$ cat src/rtl/cache_control_nway_if.sv
// Signal bundle between the N-way cache controller and its CPU, cache-datapath and memory neighbours.
interface cache_control_nway_if #(
  parameter int WAYS = 2
);
  localparam int WAY_W = $clog2(WAYS);

  logic             cpu_read;
  logic             cpu_write;
  logic             hit;
  logic [WAY_W-1:0] hit_way;
  logic [WAY_W-1:0] victim_way;
  logic [WAYS-1:0]  is_valid;
  logic [WAYS-1:0]  is_dirty;
  logic             ca_resp;

  logic             cpu_mem_valid;
  logic             lru_load;
  logic [WAY_W-1:0] lru_way;
  logic [WAY_W-1:0] wb_way;
  logic [WAYS-1:0]  load_data_lines;
  logic [WAYS-1:0]  load_data_bytes;
  logic [WAYS-1:0]  load_tag;
  logic [WAYS-1:0]  set_valid;
  logic [WAYS-1:0]  write_valid;
  logic [WAYS-1:0]  set_dirty;
  logic [WAYS-1:0]  write_dirty;
  logic             data_in_select;
  logic             mem_read;
  logic             mem_write;
  logic             busy;
  logic             error;

  modport master (
    input  cpu_read, cpu_write, hit, hit_way, victim_way, is_valid, is_dirty, ca_resp,
    output cpu_mem_valid, lru_load, lru_way, wb_way, load_data_lines, load_data_bytes,
           load_tag, set_valid, write_valid, set_dirty, write_dirty, data_in_select,
           mem_read, mem_write, busy, error
  );

  modport slave (
    output cpu_read, cpu_write, hit, hit_way, victim_way, is_valid, is_dirty, ca_resp,
    input  cpu_mem_valid, lru_load, lru_way, wb_way, load_data_lines, load_data_bytes,
           load_tag, set_valid, write_valid, set_dirty, write_dirty, data_in_select,
           mem_read, mem_write, busy, error
  );
endinterface

$ cat src/rtl/cache_control_nway.sv
// Write-back/write-allocate N-way cache controller: hit completes 1 cycle after request; misses wait on
// the four-phase ca_resp handshake, CPU requests are held off (busy) until completion, watchdog gives a sticky error.
module cache_control_nway #(
  parameter int WAYS    = 2,
  parameter int TIMEOUT = 255
) (
  input logic                  clk,
  input logic                  rst,
  cache_control_nway_if.master bus
);
  localparam int WAY_W = $clog2(WAYS);
  localparam int CNT_W = (TIMEOUT > 1) ? $clog2(TIMEOUT + 1) : 1;
  localparam logic [CNT_W-1:0] CNT_LAST = (TIMEOUT > 0) ? CNT_W'(TIMEOUT - 1) : '0;

  typedef enum logic [2:0] {
    IDLE, CHECK, WB_REQ, WB_DONE, FILL_REQ, FILL_DONE, ERROR
  } state_t;

  state_t           state;
  state_t           state_nx;
  logic             op;
  logic [WAY_W-1:0] victim;
  logic             retry;
  logic [CNT_W-1:0] cnt;

  logic             valid_hit;
  logic             victim_dirty;
  logic             waiting;
  logic             timeout;
  logic [WAYS-1:0]  hit_oh;
  logic [WAYS-1:0]  vic_oh;

  assign valid_hit    = bus.hit && bus.is_valid[bus.hit_way];
  assign victim_dirty = bus.is_valid[bus.victim_way] && bus.is_dirty[bus.victim_way];
  assign waiting      = state inside {WB_REQ, WB_DONE, FILL_REQ, FILL_DONE};
  assign timeout      = (TIMEOUT != 0) && waiting && (cnt == CNT_LAST);
  assign hit_oh       = WAYS'(1) << bus.hit_way;
  assign vic_oh       = WAYS'(1) << victim;

  always_ff @(posedge clk or negedge rst) begin
    if (!rst) begin
      state  <= IDLE;
      op     <= 1'b0;
      victim <= '0;
      retry  <= 1'b0;
      cnt    <= '0;
    end else begin
      state <= state_nx;
      if (state_nx != state || !waiting || TIMEOUT == 0)
        cnt <= '0;
      else
        cnt <= cnt + 1'b1;
      if (state == IDLE && (bus.cpu_read || bus.cpu_write)) begin
        op    <= bus.cpu_write;
        retry <= 1'b0;
      end
      if (state == CHECK && !valid_hit && !retry)
        victim <= bus.victim_way;
      if (state == FILL_DONE && !bus.ca_resp)
        retry <= 1'b1;
    end
  end

  // A handshake edge in the same cycle as the timeout wins, so requests never drop while ca_resp is high.
  always_comb begin
    state_nx = state;
    case (state)
      IDLE:      if (bus.cpu_read || bus.cpu_write) state_nx = CHECK;
      CHECK: begin
        if (valid_hit)         state_nx = IDLE;
        else if (retry)        state_nx = ERROR;
        else if (victim_dirty) state_nx = WB_REQ;
        else                   state_nx = FILL_REQ;
      end
      WB_REQ:    if (bus.ca_resp)  state_nx = WB_DONE;   else if (timeout) state_nx = ERROR;
      WB_DONE:   if (!bus.ca_resp) state_nx = FILL_REQ;  else if (timeout) state_nx = ERROR;
      FILL_REQ:  if (bus.ca_resp)  state_nx = FILL_DONE; else if (timeout) state_nx = ERROR;
      FILL_DONE: if (!bus.ca_resp) state_nx = CHECK;     else if (timeout) state_nx = ERROR;
      ERROR:     if (!bus.cpu_read && !bus.cpu_write) state_nx = IDLE;
      default:   state_nx = IDLE;
    endcase
  end

  always_comb begin
    bus.cpu_mem_valid   = 1'b0;
    bus.lru_load        = 1'b0;
    bus.lru_way         = '0;
    bus.wb_way          = victim;
    bus.load_data_lines = '0;
    bus.load_data_bytes = '0;
    bus.load_tag        = '0;
    bus.set_valid       = '0;
    bus.write_valid     = '0;
    bus.set_dirty       = '0;
    bus.write_dirty     = '0;
    bus.data_in_select  = 1'b0;
    bus.mem_read        = 1'b0;
    bus.mem_write       = 1'b0;
    bus.busy            = (state != IDLE);
    bus.error           = (state == ERROR);
    case (state)
      CHECK: begin
        if (valid_hit) begin
          bus.cpu_mem_valid = 1'b1;
          bus.lru_load      = 1'b1;
          bus.lru_way       = bus.hit_way;
          if (op) begin
            bus.load_data_bytes = hit_oh;
            bus.set_dirty       = hit_oh;
            bus.write_dirty     = hit_oh;
          end
        end
      end
      WB_REQ:   bus.mem_write = 1'b1;
      FILL_REQ: bus.mem_read  = 1'b1;
      FILL_DONE: begin
        // Fill lands on the falling edge of ca_resp; the line arrives clean.
        if (!bus.ca_resp) begin
          bus.load_data_lines = vic_oh;
          bus.load_tag        = vic_oh;
          bus.data_in_select  = 1'b1;
          bus.set_valid       = vic_oh;
          bus.write_valid     = vic_oh;
          bus.write_dirty     = vic_oh;
        end
      end
      default: ;
    endcase
  end
endmodule

$ cat src/flat_wrapper.sv
// flat-port wrapper written by rule: the top's interface ports become plain ports
module cache_control_nway_flat 
#(
  parameter int WAYS    = 2,
  parameter int TIMEOUT = 255
)
  (clk, rst, bus_cpu_read, bus_cpu_write, bus_hit, bus_hit_way, bus_victim_way, bus_is_valid, bus_is_dirty, bus_ca_resp, bus_cpu_mem_valid, bus_lru_load, bus_lru_way, bus_wb_way, bus_load_data_lines, bus_load_data_bytes, bus_load_tag, bus_set_valid, bus_write_valid, bus_set_dirty, bus_write_dirty, bus_data_in_select, bus_mem_read, bus_mem_write, bus_busy, bus_error);
  cache_control_nway_if #(.WAYS(WAYS)) bus_i ();
  input logic clk;
  input logic rst;
  input wire logic [$bits(bus_i.cpu_read)-1:0] bus_cpu_read;
  input wire logic [$bits(bus_i.cpu_write)-1:0] bus_cpu_write;
  input wire logic [$bits(bus_i.hit)-1:0] bus_hit;
  input wire logic [$bits(bus_i.hit_way)-1:0] bus_hit_way;
  input wire logic [$bits(bus_i.victim_way)-1:0] bus_victim_way;
  input wire logic [$bits(bus_i.is_valid)-1:0] bus_is_valid;
  input wire logic [$bits(bus_i.is_dirty)-1:0] bus_is_dirty;
  input wire logic [$bits(bus_i.ca_resp)-1:0] bus_ca_resp;
  output wire logic [$bits(bus_i.cpu_mem_valid)-1:0] bus_cpu_mem_valid;
  output wire logic [$bits(bus_i.lru_load)-1:0] bus_lru_load;
  output wire logic [$bits(bus_i.lru_way)-1:0] bus_lru_way;
  output wire logic [$bits(bus_i.wb_way)-1:0] bus_wb_way;
  output wire logic [$bits(bus_i.load_data_lines)-1:0] bus_load_data_lines;
  output wire logic [$bits(bus_i.load_data_bytes)-1:0] bus_load_data_bytes;
  output wire logic [$bits(bus_i.load_tag)-1:0] bus_load_tag;
  output wire logic [$bits(bus_i.set_valid)-1:0] bus_set_valid;
  output wire logic [$bits(bus_i.write_valid)-1:0] bus_write_valid;
  output wire logic [$bits(bus_i.set_dirty)-1:0] bus_set_dirty;
  output wire logic [$bits(bus_i.write_dirty)-1:0] bus_write_dirty;
  output wire logic [$bits(bus_i.data_in_select)-1:0] bus_data_in_select;
  output wire logic [$bits(bus_i.mem_read)-1:0] bus_mem_read;
  output wire logic [$bits(bus_i.mem_write)-1:0] bus_mem_write;
  output wire logic [$bits(bus_i.busy)-1:0] bus_busy;
  output wire logic [$bits(bus_i.error)-1:0] bus_error;
  assign bus_i.cpu_read = bus_cpu_read;
  assign bus_i.cpu_write = bus_cpu_write;
  assign bus_i.hit = bus_hit;
  assign bus_i.hit_way = bus_hit_way;
  assign bus_i.victim_way = bus_victim_way;
  assign bus_i.is_valid = bus_is_valid;
  assign bus_i.is_dirty = bus_is_dirty;
  assign bus_i.ca_resp = bus_ca_resp;
  assign bus_cpu_mem_valid = bus_i.cpu_mem_valid;
  assign bus_lru_load = bus_i.lru_load;
  assign bus_lru_way = bus_i.lru_way;
  assign bus_wb_way = bus_i.wb_way;
  assign bus_load_data_lines = bus_i.load_data_lines;
  assign bus_load_data_bytes = bus_i.load_data_bytes;
  assign bus_load_tag = bus_i.load_tag;
  assign bus_set_valid = bus_i.set_valid;
  assign bus_write_valid = bus_i.write_valid;
  assign bus_set_dirty = bus_i.set_dirty;
  assign bus_write_dirty = bus_i.write_dirty;
  assign bus_data_in_select = bus_i.data_in_select;
  assign bus_mem_read = bus_i.mem_read;
  assign bus_mem_write = bus_i.mem_write;
  assign bus_busy = bus_i.busy;
  assign bus_error = bus_i.error;
  cache_control_nway #(.WAYS(WAYS), .TIMEOUT(TIMEOUT)) u_core (.clk(clk), .rst(rst), .bus(bus_i));
endmodule
$ cat config.mk
export PLATFORM = sky130hd
export DESIGN_NAME = cache_control_nway_flat
export DESIGN_NICKNAME = d
export VERILOG_FILES = /design/src/rtl/cache_control_nway_if.sv /design/src/rtl/cache_control_nway.sv /design/src/flat_wrapper.sv
export SDC_FILE = /design/constraint.sdc
export NUM_CORES = 1
export LEC_CHECK = 0
export CAP_MARGIN = 20
export CORE_MARGIN = 2
export CORE_UTILIZATION = 49
export CTS_BUF_LIST = sky130_fd_sc_hd__clkbuf_8 sky130_fd_sc_hd__clkbuf_16
export DETAILED_ROUTE_END_ITERATION = 16
export GPL_TIMING_DRIVEN = 0
export HOLD_SLACK_MARGIN = 0.06
export PLACE_DENSITY_LB_ADDON = 0.05
export SKIP_CTS_REPAIR_TIMING = 1
export SLEW_MARGIN = 20
export SYNTH_ARGS = -nofsm -noshare
export SYNTH_HDL_FRONTEND = slang
export SYNTH_SLANG_ARGS = --single-unit
$ cat constraint.sdc
create_clock -name clk -period 3.6 [get_ports clk]
set_clock_uncertainty 0.05 [all_clocks]
set_input_delay 0.54 -clock clk [delete_from_list [all_inputs] [get_ports clk]]
set_output_delay 0.54 -clock clk [all_outputs]
set_load 0.05 [all_outputs]
==> run_results.csv, run 1 <==
group,metric,value,unit
clock_tree,clock-root-buffer,"clkbuf_8",
drt,dr.pass1.iters,4,
setup_path,reg2reg_to,"u_core.cnt[1]$_DFF_PN0_",
clock_tree,clk_path_buf_depth,2,
setup_path,crit_arrival,2.77,ns
logic_synthesis,synthFlopType,"dfrtp_1",
logic_synthesis,ys_seq_area_share,32.4,%
global_routing,grt_pass1_vias,966,
setup_path,regToRegSetupSlack,1.62,ns
setup_path,crit-reg2reg-launch,"u_core.cnt[0]$_DFF_PN0_",
clock_tree,clock-sinks,14,
sta,period_share,93.4,%
hold_path,hold_depth,1,
logic_synthesis,yosysTopAreaCell,"dfrtp_1",
logic_synthesis,ys_ff_latch,14,
power_and_ir_drop,sw_frac_of_total,49.6,%
setup_path,startpoint_type,"primary input",
global_routing,globalRouteMet3Util,5.85,%
placed_design,finalWeightedCongestion,0.847,
setup_path,crit_top_cell,"clkdlybuf4s50_1",
final_layout,drive_gt1_share,17.0,%
clock_tree,cts_max_level,1,
setup_path,cp-end-kind,"output pin",
logic_synthesis,synth_edf_count,0,
placed_design,hpwlAfterDp,1.96,mm
placed_design,io_buffers,33,
floorplanning,die_w,50.9,um
floorplanning,coreArea,2020,um^2
sta,rsz0062_at_grt,"no",
global_routing,grt_util_all_layers,21.6,%
clock_tree,tritoncts,"built",
final_layout,area_growth,37.5,%
logic_synthesis,synthCells,123,
power_and_ir_drop,p_seq_share,21.7,%
floorplanning,rows,16,
final_layout,fill_cells,163,
setup_path,r2r_cells,7,
floorplanning,die_area,2590,um^2
clock_tree,worstSkewPairLatency,0.24,ns
logic_synthesis,synth.distinct_cells,38,
power_and_ir_drop,leakagePower,0.644,nW
power_and_ir_drop,internal_power,0.000549,W
sta,slew_viol_final,0,
drt,antenna_left,0,
global_routing,grt_util_met1,27.0,%
logic_synthesis,synth_area_leaders,"dfrtp_1, buf_4, nor3_1",
clock_tree,cts_buffers,3,
drt,drt-initial-drc-count,15,
power_and_ir_drop,power_density,734,nW/um^2
power_and_ir_drop,ir_drop,0.517,mV
logic_synthesis,yosysTopAreaCellShare,32.4,%
final_layout,fin_nets,175,
logic_synthesis,synth.avg_cell_area,8.78,um^2
sta,fmax,297,MHz
sta,fin_tns_setup,0,ns
floorplanning,io_pins,35,
hold_path,holdPathEnd,"u_core.cnt[0]$_DFF_PN0_",
drt,drc,0,
power_and_ir_drop,p_sw,0.000541,W
global_routing,grt_antenna_before_repair,0,
global_routing,grt_pass1_wl,4.30,mm
global_routing,overflow,0,
setup_path,cp_max_fo,5,
sta,slew_headroom,56.2,%
setup_path,critPathKind,"in2out",
logic_synthesis,syn_area,1080,um^2
logic_synthesis,async_flop_share,100,%
clock_tree,clk_pin_slew,0.05,ns
global_routing,grt.met2_usage,38.1,%
power_and_ir_drop,clkPwrFrac,11.7,%
flow_run,drv_cap,0,
hold_path,min_path_type,"reg2reg",
setup_path,critPathRequiredTime,3.01,ns
logic_synthesis,synth_nets,137,
drt,vias,992,
power_and_ir_drop,combPwrFrac,66.6,%
final_layout,antenna_cells,0,
sta,finalSetupViolations,0,
run_status,outcome,"complete, no violations",
hold_path,hp-start,"u_core.cnt[0]$_DFF_PN0_",
sta,worst_slew_pin_slew,0.655,ns
sta,fin_crit,3.36,ns
drt,routedWlPerCell,13.3,um
sta,final-hold-violation-count,0,
floorplanning,start_util,53.4,%
floorplanning,die_height,50.9,um
setup_path,critPathSlowestCell,"clkdlybuf4s50_1",
global_routing,busiest_layer,"met2",
setup_path,slowest_delay,0.70,ns
power_and_ir_drop,p_total,0.00109,W
logic_synthesis,ys_warn_count,0,
drt,routed_via_density,5.33,
setup_path,critical_path.cell_chain,"clkdlybuf4s50_1 -> mux2_2 -> nand2_1 -> nor2_1 -> and3_1 -> or2_2 -> clkdlybuf4s50_1",
global_routing,grt_start_max_net_pins,15,
drt,finalWirelength,2.48,mm
worst max-delay path by stage:
stage                               from                  to  slack [ns]  depth (start not counted)
2_1_floorplan  u_core.state[1]$_DFF_PN0_    bus_set_dirty[0]        0.22                          5
3_3_place_gp                 bus_hit_way  bus_write_dirty[1]        0.23                          7
3_5_place_dp                 bus_hit_way  bus_write_dirty[1]        0.23                          7
4_1_cts                      bus_hit_way  bus_write_dirty[1]        0.23                          7
5_1_grt                      bus_hit_way    bus_set_dirty[0]        0.11                          8
6_report                     bus_hit_way  bus_write_dirty[1]        0.24                          7
sequential cells by signal, summed over array words and instances (netlist names):
signal	flops
u_core.state	3
u_core.op	1
u_core.bus.wb_way	1
u_core.cnt	8
u_core.retry	1
kinds of logic (layout without fill, tap and decap cells):
family                   count (synthesis)  count (layout)  synth area share, %
AO/OA/AOI/OAI                           18              18                 15.9
XOR/XNOR                                 7               7                 5.68
AND/OR/NAND/NOR                         60              60                 30.2
buffers and inverters                   19              55                 10.3
multiplexers                             3               3                 3.13
flip-flops                              14              14                 32.4
adder cells (fa/ha/maj)                  2               2                 2.32
Yosys cell counts (3+ instances only):
cell and number:
buf_4 10, and2_1 4, nand2_1 14, and3_1 4
nor2_1 7, inv_1 6, nand3_1 6, mux2_2 3
xnor2_1 6, o21ai_0 5, nor3_1 12, dfrtp_1 14
layer usage:
| metal | vias to the layer above | routed length [um] |
|---|---|---|
| met5 | - | 0 |
| met4 | 0 | 0 |
| met3 | 0 | 190 |
| met2 | 37 | 1170 |
| met1 | 457 | 1110 |
| li1 | 498 | - |
placed cells by master, fill, tap and decap left out, types with 2 or more instances in the layout:
cell type / count
nand3_1: 6
ha_1: 2
mux2_2: 3
nor2_1: 7
nor3_1: 12
clkbuf_8: 3
clkdlybuf4s50_1: 33
or2_2: 2
nor4b_2: 2
and2_1: 4
inv_1: 6
nand2_1: 14
o21ai_0: 5
xnor2_1: 6
nor2b_1: 2
buf_2: 2
and3_1: 4
dfrtp_1: 14
a21oi_1: 2
buf_4: 10
layout make-up:
class	instances	area (um^2)	share of cell area (%)
Inverter	6	22.5	1.52
Clock buffer	3	41.3	2.78
Sequential cell	14	350	23.6
Multi-Input combinational cell	90	618	41.6
Tap cell	27	33.8	2.27
Timing Repair Buffer	33	330	22.2
Buffer	13	88.8	5.98
stage by stage:
stage	cell area (um^2)	worst slack, ns	hold WS (ns)	util (%)	cells
final	1490	0.237	0.452	73.5	186
after global routing	1490	0.113	0.484	73.5	186
after CTS	1490	0.227	0.454	73.5	186
after detailed placement	1440	0.233	0.444	71.4	183
after global placement	1440	0.230	0.437	71.4	183
after floorplan	1080	0.223	0.194	-	123
power by group through the flow:
stage               Combinational, W  Clock, W  Sequential [W]
floorplan                   0.000529         0        0.000249
global placement            0.000715         0        0.000237
detailed placement          0.000727         0        0.000241
CTS                         0.000729  0.000129        0.000238
global route                0.000782  0.000138        0.000244
finish                      0.000726  0.000128        0.000237
critical path, delay by kind of cell:
kind / cells / cell delay, ns
buffers and inverters: 2 / 1.25
AND/OR/NAND/NOR: 4 / 0.63
multiplexers: 1 / 0.36
Note: power is estimated with default switching activity, not from simulation.
==> run 2, diff against run 1 <==
- CTS_BUF_LIST: sky130_fd_sc_hd__clkbuf_8 sky130_fd_sc_hd__clkbuf_16 -> default
==> run_results.csv, run 2 (synthesis results as in run 1) <==
group,metric,value,unit
floorplanning,die_height,50.9,um
global_routing,grt_start_max_net_pins,15,
setup_path,crit_arrival,2.77,ns
placed_design,hpwlAfterDp,1.96,mm
global_routing,overflow,0,
final_layout,area_growth,35.8,%
clock_tree,cts_buffers,3,
sta,slew_headroom,56.1,%
final_layout,multi_input_area,618,um^2
sta,rsz0062_at_grt,"no",
setup_path,critPathRequiredTime,3.01,ns
sta,final-hold-violation-count,0,
placed_design,dp_worst_setup_slack,0.233,ns
clock_tree,clock-root-buffer,"clkbuf_4",
setup_path,cp-end-kind,"output pin",
floorplanning,io_pins,35,
sta,finalSetupViolations,0,
final_layout,largest_register_ff_count,8,
drt,routed_via_density,5.37,
final_layout,final_common_cell,"clkdlybuf4s50_1",
setup_path,crit_end,"bus_write_dirty[1]",
sta,fin_tns_setup,0,ns
drt,antenna_left,0,
clock_tree,cts_max_level,1,
sta,setup_slack,0.238,ns
clock_tree,clk_pin_slew,0.08,ns
final_layout,fill_cells,164,
setup_path,reg2reg_to,"u_core.cnt[1]$_DFF_PN0_",
final_layout,antenna_cells,0,
final_layout,layout_common_cells,"clkdlybuf4s50_1, nand2_1, dfrtp_1",
setup_path,crit-reg2reg-launch,"u_core.cnt[0]$_DFF_PN0_",
global_routing,grt_antenna_before_repair,0,
clock_tree,clk_path_buf_depth,2,
global_routing,grt_util_all_layers,21.6,%
final_layout,largest-register,"u_core.cnt",
final_layout,drive_gt1_share,17.0,%
drt,finalWirelength,2.51,mm
placed_design,io_buffers,33,
setup_path,startpoint_type,"primary input",
global_routing,grt_pass1_wl,4.29,mm
clock_tree,clock-sinks,14,
global_routing,grt_pass1_vias,957,
drt,drc,0,
floorplanning,start_util,53.4,%
hold_path,min_path_type,"reg2reg",
drt,vias,999,
setup_path,startpoint,"bus_hit_way",
floorplanning,die_w,50.9,um
flow_run,drv_cap,0,
final_layout,final_area,1470,um^2
power_and_ir_drop,ir_drop,0.519,mV
setup_path,cp_max_fo,5,
sta,fin_hold_ws,0.456,ns
setup_path,regToRegSetupSlack,1.62,ns
sta,fmax,297,MHz
clock_tree,tritoncts,"built",
power_and_ir_drop,leakagePower,0.636,nW
setup_path,critPathKind,"in2out",
sta,worst_slew_pin_slew,0.657,ns
floorplanning,coreArea,2020,um^2
placed_design,finalWeightedCongestion,0.847,
sta,slew_viol_final,0,
clock_tree,worstSkewPairLatency,0.28,ns
setup_path,r2r_cells,7,
floorplanning,die_area,2590,um^2
run_status,outcome,"complete, no violations",
final_layout,seq_area,350,um^2
sta,period_share,93.4,%
drt,drt-initial-drc-count,16,
sta,fin_crit,3.36,ns
drt,dr.pass1.iters,4,
floorplanning,rows,16,
drt,routedWlPerCell,13.5,um
placed_design,placed_area,1440,um^2
final_layout,fin_nets,175,
power_and_ir_drop,power_density,718,nW/um^2
final_layout,top_regs,"u_core.cnt (8), u_core.state (3)",
run 2: cell count changes in the layout (fill, tap and decap cells not counted):
cell	change
clkbuf_4	+3
clkbuf_8	-3
run 2: power breakdown:
| group | total, W | internal (W) | switching (W) |
|---|---|---|---|
| Clock | 0.0000900 | 0.0000389 | 0.0000511 |
| Sequential | 0.000236 | 0.000199 | 0.0000374 |
| Combinational | 0.000727 | 0.000276 | 0.000451 |
| Total | 0.00105 | 0.000514 | 0.000539 |
run 2: worst min-delay path by stage:
stage                                  from  slack [ns]                             to  depth (start not counted)
floorplan                               rst        0.19  u_core.bus.wb_way$_DFFE_PN0P_                          0
global placement    u_core.cnt[0]$_DFF_PN0_        0.44        u_core.cnt[0]$_DFF_PN0_                          1
detailed placement  u_core.cnt[0]$_DFF_PN0_        0.44        u_core.cnt[0]$_DFF_PN0_                          1
CTS                 u_core.cnt[0]$_DFF_PN0_        0.46        u_core.cnt[0]$_DFF_PN0_                          1
global route        u_core.cnt[0]$_DFF_PN0_        0.49        u_core.cnt[0]$_DFF_PN0_                          1
finish              u_core.cnt[0]$_DFF_PN0_        0.46        u_core.cnt[0]$_DFF_PN0_                          1
run 2: area by class of cell:
| class | instances | area share, % |
|---|---|---|
| multi-input cells | 90 | 42.2 |
| flip-flops and latches | 14 | 23.9 |
| repair buffers | 33 | 22.5 |
| plain buffers | 13 | 6.06 |
| well taps | 27 | 2.30 |
| clock buffers | 3 | 1.54 |
| inverters | 6 | 1.54 |
run 2: worst max-delay path: stages:
cell and delay, ns:
clkdlybuf4s50_1 0.55, mux2_2 0.36, nand2_1 0.07, nor2_1 0.08, and3_1 0.21, or2_2 0.27
clkdlybuf4s50_1 0.70
run 2: per-layer routing:
| metal | up-vias | global-route usage (%) | routed length, um |
|---|---|---|---|
| li1 | 500 | - | - |
| met1 | 458 | 26.9 | 1150 |
| met2 | 39 | 37.7 | 1160 |
| met3 | 2 | 5.85 | 199 |
| met4 | 0 | 4.05 | 10 |
| met5 | - | 0 | 0 |
run 2: through the flow:
| stage | utilization [%] | cells | total power (W) |
|---|---|---|---|
| 6_report | 72.5 | 186 | 0.00105 |
| 5_1_grt | 72.5 | 186 | 0.00112 |
| 4_1_cts | 72.5 | 186 | 0.00106 |
| 3_5_place_dp | 71.4 | 183 | 0.000968 |
| 3_3_place_gp | 71.4 | 183 | 0.000952 |
| 2_1_floorplan | - | 123 | 0.000778 |
==> run 3, diff against run 2 <==
- ABC_CLOCK_PERIOD_IN_PS: default -> 3600
- GPL_ROUTABILITY_DRIVEN: default -> 0
==> results of run 3 <==
The final DEF is identical to that of run 2; final timing and power are the same.
